File: src/rtl/nn_ctrl_if.sv
// nn_ctrl_if: control bundle between the nn_ctrl sequencer and the
// two-layer inference datapath.
//   master : the sequencer. It receives go/abort and the MAC done strobes.
//            It drives the SRAM addresses, MAC start strobes, hidden select
//            and the status flags.
//   slave  : the datapath/host side of the same wires.
// Signals:
//   go, abort, mac1_done, mac2_done  - requests/strobes into the sequencer
//   we, address_1/2/3/5              - SRAM control (we and address_5 tied 0)
//   sel                              - hidden-layer mux select
//   mac1_start, mac2_start           - MAC operand-valid strobes
//   busy, done, error                - status
interface nn_ctrl_if;
  logic        go;
  logic        abort;
  logic        mac1_done;
  logic        mac2_done;
  logic        we;
  logic [17:0] address_1;
  logic [11:0] address_2;
  logic [9:0]  address_3;
  logic [6:0]  address_5;
  logic [6:0]  sel;
  logic        mac1_start;
  logic        mac2_start;
  logic        busy;
  logic        done;
  logic        error;

  modport master (
    input  go, abort, mac1_done, mac2_done,
    output we, address_1, address_2, address_3, address_5, sel,
           mac1_start, mac2_start, busy, done, error
  );

  modport slave (
    output go, abort, mac1_done, mac2_done,
    input  we, address_1, address_2, address_3, address_5, sel,
           mac1_start, mac2_start, busy, done, error
  );
endinterface

File: src/rtl/nn_ctrl.sv
// nn_ctrl: sequencing controller for the two-layer inference datapath.
// A go pulse in IDLE starts one pass, which runs these steps in order:
//   - stream N_IN layer-1 addresses;
//   - wait for mac1_done;
//   - stream N_HID*N_OUT layer-2 addresses;
//   - wait for mac2_done;
//   - pulse done.
// Ports:
//   clk   - rising-edge clock
//   reset - asynchronous, active-high; clears all state and outputs
//   bus   - nn_ctrl_if.master
//           inputs:  go, abort, mac1_done, mac2_done
//           outputs: addresses, sel, mac*_start, busy, done, error
module nn_ctrl #(
  parameter int N_IN    = 784,
  parameter int N_HID   = 10,
  parameter int N_OUT   = 10,
  parameter int TIMEOUT = 4095
) (
  input  logic        clk,
  input  logic        reset,
  nn_ctrl_if.master   bus
);

  localparam int N_K    = N_HID * N_OUT;
  localparam int WAIT_W = $clog2(TIMEOUT + 1);

  // Refuse to elaborate parameter sets that would overflow the address ports.
  // The same applies to sets that would overflow the select port.
  generate
    if (N_IN < 1 || N_IN > 1024 || N_HID < 1 || N_HID > 128 ||
        N_OUT < 1 || N_K > 4096 || TIMEOUT < 1) begin : g_bad_params
      $error("nn_ctrl: parameter set exceeds the port ranges");
    end
  endgenerate

  typedef enum logic [2:0] {
    IDLE, L1_ISSUE, L1_WAIT, L2_ISSUE, L2_WAIT, FINISH
  } state_t;

  state_t             state, next_state;
  logic [9:0]         i_cnt;
  logic [11:0]        k_cnt;
  logic [11:0]        o_cnt;
  logic [6:0]         h_cnt;
  logic [WAIT_W-1:0]  wait_cnt;
  logic               error_q;
  logic               mac1_start_q;
  logic               mac2_start_q;
  logic [6:0]         sel_q;
  logic               timeout;
  logic               flush;
  logic               last_i;
  logic               last_k;
  logic               last_o;
  logic               wait_expired;

  assign last_i       = (i_cnt == 10'(N_IN - 1));
  assign last_k       = (k_cnt == 12'(N_K - 1));
  assign last_o       = (o_cnt == 12'(N_OUT - 1));
  // The wait counter is cleared on entry, so the value TIMEOUT-1 marks
  // the last edge at which a done strobe is still accepted.
  assign wait_expired = (wait_cnt == WAIT_W'(TIMEOUT - 1));
  // flush marks every edge that returns the machine to IDLE. That covers
  // finish, timeout and abort. Registered strobes must not trail past it.
  assign flush        = (state != IDLE) && (next_state == IDLE);

  // Next-state logic. A done strobe takes priority over a timeout on the
  // same edge. Abort overrides everything outside IDLE.
  always_comb begin
    next_state = state;
    timeout    = 1'b0;
    case (state)
      IDLE:     if (bus.go) next_state = L1_ISSUE;
      L1_ISSUE: if (last_i) next_state = L1_WAIT;
      L1_WAIT: begin
        if (bus.mac1_done) next_state = L2_ISSUE;
        else if (wait_expired) begin
          next_state = IDLE;
          timeout    = 1'b1;
        end
      end
      L2_ISSUE: if (last_k) next_state = L2_WAIT;
      L2_WAIT: begin
        if (bus.mac2_done) next_state = FINISH;
        else if (wait_expired) begin
          next_state = IDLE;
          timeout    = 1'b1;
        end
      end
      FINISH:   next_state = IDLE;
      default:  next_state = IDLE;
    endcase
    if (bus.abort && state != IDLE) begin
      next_state = IDLE;
      timeout    = 1'b0;
    end
  end

  // State register.
  always_ff @(posedge clk or posedge reset) begin
    if (reset) state <= IDLE;
    else       state <= next_state;
  end

  // Address and wait counters. Every return to IDLE zeroes them, so the
  // addresses read 0 while idle and a new pass always starts from 0.
  // The layer-2 counter k runs alongside an (h, o) pair, so sel never
  // needs a divider.
  always_ff @(posedge clk or posedge reset) begin
    if (reset) begin
      i_cnt    <= '0;
      k_cnt    <= '0;
      o_cnt    <= '0;
      h_cnt    <= '0;
      wait_cnt <= '0;
    end else if (next_state == IDLE) begin
      i_cnt    <= '0;
      k_cnt    <= '0;
      o_cnt    <= '0;
      h_cnt    <= '0;
      wait_cnt <= '0;
    end else begin
      if (state == L1_WAIT || state == L2_WAIT) wait_cnt <= wait_cnt + 1'b1;
      else                                      wait_cnt <= '0;
      if (state == L1_ISSUE && !last_i) i_cnt <= i_cnt + 10'd1;
      if (state == L2_ISSUE && !last_k) begin
        k_cnt <= k_cnt + 12'd1;
        if (last_o) begin
          o_cnt <= '0;
          h_cnt <= h_cnt + 7'd1;
        end else begin
          o_cnt <= o_cnt + 12'd1;
        end
      end
    end
  end

  // The SRAMs return data one cycle after the address, so the start
  // strobes and sel are delayed by one register. They clear on the same
  // edge that leaves for IDLE, so no trailing strobe is issued.
  always_ff @(posedge clk or posedge reset) begin
    if (reset) begin
      mac1_start_q <= 1'b0;
      mac2_start_q <= 1'b0;
      sel_q        <= '0;
    end else begin
      mac1_start_q <= (state == L1_ISSUE) && !flush;
      mac2_start_q <= (state == L2_ISSUE) && !flush;
      sel_q        <= flush ? 7'd0 : h_cnt;
    end
  end

  // Sticky timeout flag. Only a fresh go clears it; abort leaves it alone.
  always_ff @(posedge clk or posedge reset) begin
    if (reset)                      error_q <= 1'b0;
    else if (state == IDLE && bus.go) error_q <= 1'b0;
    else if (timeout)               error_q <= 1'b1;
  end

  assign bus.we         = 1'b0;
  assign bus.address_5  = 7'd0;
  assign bus.address_1  = {8'd0, i_cnt};
  assign bus.address_3  = i_cnt;
  assign bus.address_2  = k_cnt;
  assign bus.sel        = sel_q;
  assign bus.mac1_start = mac1_start_q;
  assign bus.mac2_start = mac2_start_q;
  assign bus.busy       = (state != IDLE);
  assign bus.done       = (state == FINISH);
  assign bus.error      = error_q;

endmodule
File: src/flat_wrapper.sv
// flat-port wrapper written by rule: the top's interface ports become plain ports
module nn_ctrl_flat 
#(
  parameter int N_IN    = 784,
  parameter int N_HID   = 10,
  parameter int N_OUT   = 10,
  parameter int TIMEOUT = 4095
)
  (clk, reset, bus_go, bus_abort, bus_mac1_done, bus_mac2_done, bus_we, bus_address_1, bus_address_2, bus_address_3, bus_address_5, bus_sel, bus_mac1_start, bus_mac2_start, bus_busy, bus_done, bus_error);
  nn_ctrl_if bus_i ();
  input  logic clk;
  input  logic reset;
  input wire logic [$bits(bus_i.go)-1:0] bus_go;
  input wire logic [$bits(bus_i.abort)-1:0] bus_abort;
  input wire logic [$bits(bus_i.mac1_done)-1:0] bus_mac1_done;
  input wire logic [$bits(bus_i.mac2_done)-1:0] bus_mac2_done;
  output wire logic [$bits(bus_i.we)-1:0] bus_we;
  output wire logic [$bits(bus_i.address_1)-1:0] bus_address_1;
  output wire logic [$bits(bus_i.address_2)-1:0] bus_address_2;
  output wire logic [$bits(bus_i.address_3)-1:0] bus_address_3;
  output wire logic [$bits(bus_i.address_5)-1:0] bus_address_5;
  output wire logic [$bits(bus_i.sel)-1:0] bus_sel;
  output wire logic [$bits(bus_i.mac1_start)-1:0] bus_mac1_start;
  output wire logic [$bits(bus_i.mac2_start)-1:0] bus_mac2_start;
  output wire logic [$bits(bus_i.busy)-1:0] bus_busy;
  output wire logic [$bits(bus_i.done)-1:0] bus_done;
  output wire logic [$bits(bus_i.error)-1:0] bus_error;
  assign bus_i.go = bus_go;
  assign bus_i.abort = bus_abort;
  assign bus_i.mac1_done = bus_mac1_done;
  assign bus_i.mac2_done = bus_mac2_done;
  assign bus_we = bus_i.we;
  assign bus_address_1 = bus_i.address_1;
  assign bus_address_2 = bus_i.address_2;
  assign bus_address_3 = bus_i.address_3;
  assign bus_address_5 = bus_i.address_5;
  assign bus_sel = bus_i.sel;
  assign bus_mac1_start = bus_i.mac1_start;
  assign bus_mac2_start = bus_i.mac2_start;
  assign bus_busy = bus_i.busy;
  assign bus_done = bus_i.done;
  assign bus_error = bus_i.error;
  nn_ctrl #(.N_IN(N_IN), .N_HID(N_HID), .N_OUT(N_OUT), .TIMEOUT(TIMEOUT)) u_core (.clk(clk), .reset(reset), .bus(bus_i));
endmodule
File: config.mk
export PLATFORM = sky130hd
export DESIGN_NAME = nn_ctrl_flat
export DESIGN_NICKNAME = d
export VERILOG_FILES = /design/src/rtl/nn_ctrl_if.sv /design/src/rtl/nn_ctrl.sv /design/src/flat_wrapper.sv
export SDC_FILE = /design/constraint.sdc
export NUM_CORES = 1
export LEC_CHECK = 0
export BUFFER_PORTS_ARGS = -buffer_cell sky130_fd_sc_hd__buf_2
export CORE_MARGIN = 1
export CORE_UTILIZATION = 45
export DETAILED_ROUTE_END_ITERATION = 8
export HOLD_SLACK_MARGIN = 0.08
export PLACE_DENSITY = 0.67
export REMOVE_ABC_BUFFERS = 1
export SLEW_MARGIN = 20
export SYNTH_ARGS = -nofsm -noshare
export SYNTH_HDL_FRONTEND = slang
export SYNTH_SLANG_ARGS = --single-unit
File: constraint.sdc
create_clock -name clk -period 2.5 [get_ports clk]
set_input_delay 0.5 -clock clk [delete_from_list [all_inputs] [get_ports clk]]
set_output_delay 0.5 -clock clk [all_outputs]
set_load 0.01 [all_outputs]
==> results by group <==
Clocking
  – Reg clk slew, reported paths: 0.08 ns
  – Post-CTS Resized: 0
  – Post-CTS Setup Repair Bufs: 0
  – CTS sink count: 66
  – CTS tree: yes
  – H-tree Lvls: 3
  – Clock Latency Late Sink: 0.34 ns
  – CTS Buffer Depth: 2
  – CTS Hold Bufs: 0
  – Root Driver: clkbuf_8
  – Clock buffer count from CTS: 9

Timing
  – Fmax: 0.432 GHz
  – Fin worst setup slack: 0.188 ns
  – Slew margin rel.: 61.0%
  – Slew at the pin with the worst max-slew slack: 0.583 ns
  – Tcrit/Tclk final: 92.5%
  – RSZ-0062 raised after global routing: no
  – Final Hold Viols: 0
  – Final min period: 2.31 ns
  – Clock Skew: 0.0111 ns
  – Final setup vio count: 0
  – Final max-slew violation count: 0

Placement
  – DP Area: 0.00379 sq mm
  – Pre-CTS setup slack: 0.190 ns
  – Hpwl dp: 4590 um
  – Final GP Congestion: 0.774
  – Cells after DPL: 499
  – IO buf count: 49

Final layout
  – Area growth syn-to-layout: 11.7%
  – Layout cells sized above 1: 22.0%
  – Final net count: 421
  – ANT cells: 0
  – Design area: 0.00399 sq mm
  – Commonest non-fill, non-tap cell in the layout: dfrtp_1
  – Post-Layout Cell Count: 515
  – Most frequent cells in the layout: dfrtp_1 (66), nor2_1 (63), buf_2 (49), xnor2_1 (28)

Worst setup path
  – R2r startpoint: u_core.bus.address_2[8]$_DFFE_PP0P_
  – R2r setup slk: 0.19 ns
  – Type of origin of the critical path: flip-flop
  – Reg2Reg Depth: 6
  – Crit-path max FO: 47
  – Critical Path RT: 2.71 ns
  – RR Endpoint: u_core.bus.sel[6]$_DFF_PP0_
  – CP endpoint kind: flip-flop
  – Critical path class: flip-flop to flip-flop
  – Critical Path AT: 2.52 ns

Global routing
  – First-pass GRT wire length: 11,600 um
  – GRT Total Usage: 17.4%
  – Grt ovf: 0
  – Initial antenna violation count: 0
  – Number of global-route vias before repair: 2,480
  – Largest net degree at the start of global routing: 67

Logic synthesis
  – Sequential share of the synthesized area: 46.3%
  – Synth Cell Area: 0.00357 sq mm
  – Cells after Synth: 363
  – Synth warn: 0
  – Library cells used by synthesis: 52
  – Yosys reg bits: 66
  – Post-synth ARST share: 100%
  – Synth Flop Type: dfrtp_1
  – Number of synthesized flops with an enable pin: 0
  – Mean Syn Cell Area: 9.84 sq um

Hold path
  – Worst Hold Class: input port to asynchronous set/reset pin

Power and ir drop
  – Leak: 1.83 nW
  – Tot Pwr: 3.07 mW
  – P per Cell Area: 771 mW/mm^2
  – Maximum vdd ir drop: 0.000544 V

Drt
  – Vias per Instance: 5.08
  – Drt initial violations: 112
  – DRC viols: 0
  – Vias: 2,615
  – Initial DRT Pass Iterations: 6
  – Antenna Nets Post-Route: 0
  – DRT Wirelength: 6730 um
  – DR WL/cell: 13.1 um

Die
  – Die area: 0.00830 sq mm
  – Chip Width: 91.1 um
  – Core area: 0.00769 sq mm
  – Io pins: 66
  – Row count: 32
  – Starting density of the core: 46.5%
  – Chip height: 91.1 um

Job
  – Max cap viols: 0

Status
  – Status: finished clean
## area by class of cell
type                       instances  area, sq um
timing repair buffer              56          323
tap                              102          128
multi-input combinational        265         1660
clock inverter                     7         70.1
clock buffer                       9          124
sequential                        66         1650
fill                             716         3700
inverter                          10         37.5
## registers in the layout, indices dropped and copies added (netlist names), 3 cells and up
signal                flops
u_core.bus.address_3     10
u_core.o_cnt             12
u_core.state              3
u_core.h_cnt              7
u_core.wait_cnt          12
u_core.bus.address_2     12
u_core.bus.sel            7
## synthesized netlist by cell type (3+ instances only)
cell type / number / area share [%]
nand3_1: 15 / 2.1
inv_1: 10 / 1.1
nor4b_1: 3 / 0.74
clkbuf_1: 4 / 0.42
ha_1: 7 / 2.5
buf_4: 26 / 5.5
nor3_1: 20 / 2.8
dfrtp_1: 66 / 46
nand2_1: 20 / 2.1
mux2i_1: 3 / 0.84
nand4_1: 9 / 1.6
and3_1: 5 / 0.88
xor2_1: 15 / 3.7
a21oi_1: 4 / 0.56
o21ai_0: 3 / 0.42
nor2_1: 63 / 6.6
a21boi_1: 6 / 1.3
buf_6: 6 / 1.9
nor4_1: 3 / 0.53
xnor2_1: 28 / 6.9
nor3_2: 8 / 2.2
## cell families (layout without fill, tap and decap cells)
kind of cell	count (synthesis)	in the layout	share of synthesized area, %
simple gates	166	166	24.4
flops	66	66	46.3
buf+inv	47	82	8.97
other cells	1	16	0.105
compound gates	30	30	6.48
xor+xnor	43	43	10.5
mux	3	3	0.841
fa+ha+maj	7	7	2.45
## how the worst max path moves through the flow
stage,startpoint,endpoint,slack (ns),cells past startpoint
finish,u_core.bus.address_2[8]$_DFFE_PP0P_,u_core.bus.sel[6]$_DFF_PP0_,0.19,6
global route,u_core.bus.address_2[8]$_DFFE_PP0P_,u_core.bus.sel[6]$_DFF_PP0_,0.08,6
CTS,u_core.bus.address_2[8]$_DFFE_PP0P_,u_core.bus.sel[6]$_DFF_PP0_,0.18,6
detailed placement,u_core.bus.address_2[8]$_DFFE_PP0P_,u_core.bus.sel[6]$_DFF_PP0_,0.19,6
global placement,u_core.bus.address_2[8]$_DFFE_PP0P_,u_core.bus.sel[6]$_DFF_PP0_,0.26,6
floorplan,u_core.bus.address_3[4]$_DFFE_PP0P_,u_core.bus.sel[6]$_DFF_PP0_,-0.75,5
## stage by stage
stage	hold WS (ns)	utilization (%)	setup TNS, ns
after floorplan	0.485	-	-38.22
after global placement	0.501	49.4	0
after detailed placement	0.512	49.4	0
after CTS	0.220	51.9	0
after global routing	0.242	51.9	0
final	0.219	51.9	0
## worst max-delay path, cell delays in order, from the launching register on
cell and delay, ns:
dfrtp_1 0.42, or4_4 0.58, nor4_4 0.24, o211ai_1 0.17, o31ai_4 0.33, buf_12 0.27
a21boi_0 0.14
## routing by layer
metal	vias up	GRT usage, %	wire, um	share of wire (%)
met4	0	7.14	51	0.76
met3	6	2.85	244	3.6
met1	1267	23.5	3210	48
met2	57	28.0	3230	48
li1	1285	-	-	-
met5	-	0	0	0
## power by group
group	internal (mW)	switching [mW]	total [mW]	leakage (nW)
combinational	0.304	0.719	1.02	0.808
clock	0.458	0.425	0.883	0.0990
sequential	1.12	0.0517	1.17	0.918
Note: power is estimated with default switching activity, not from simulation.
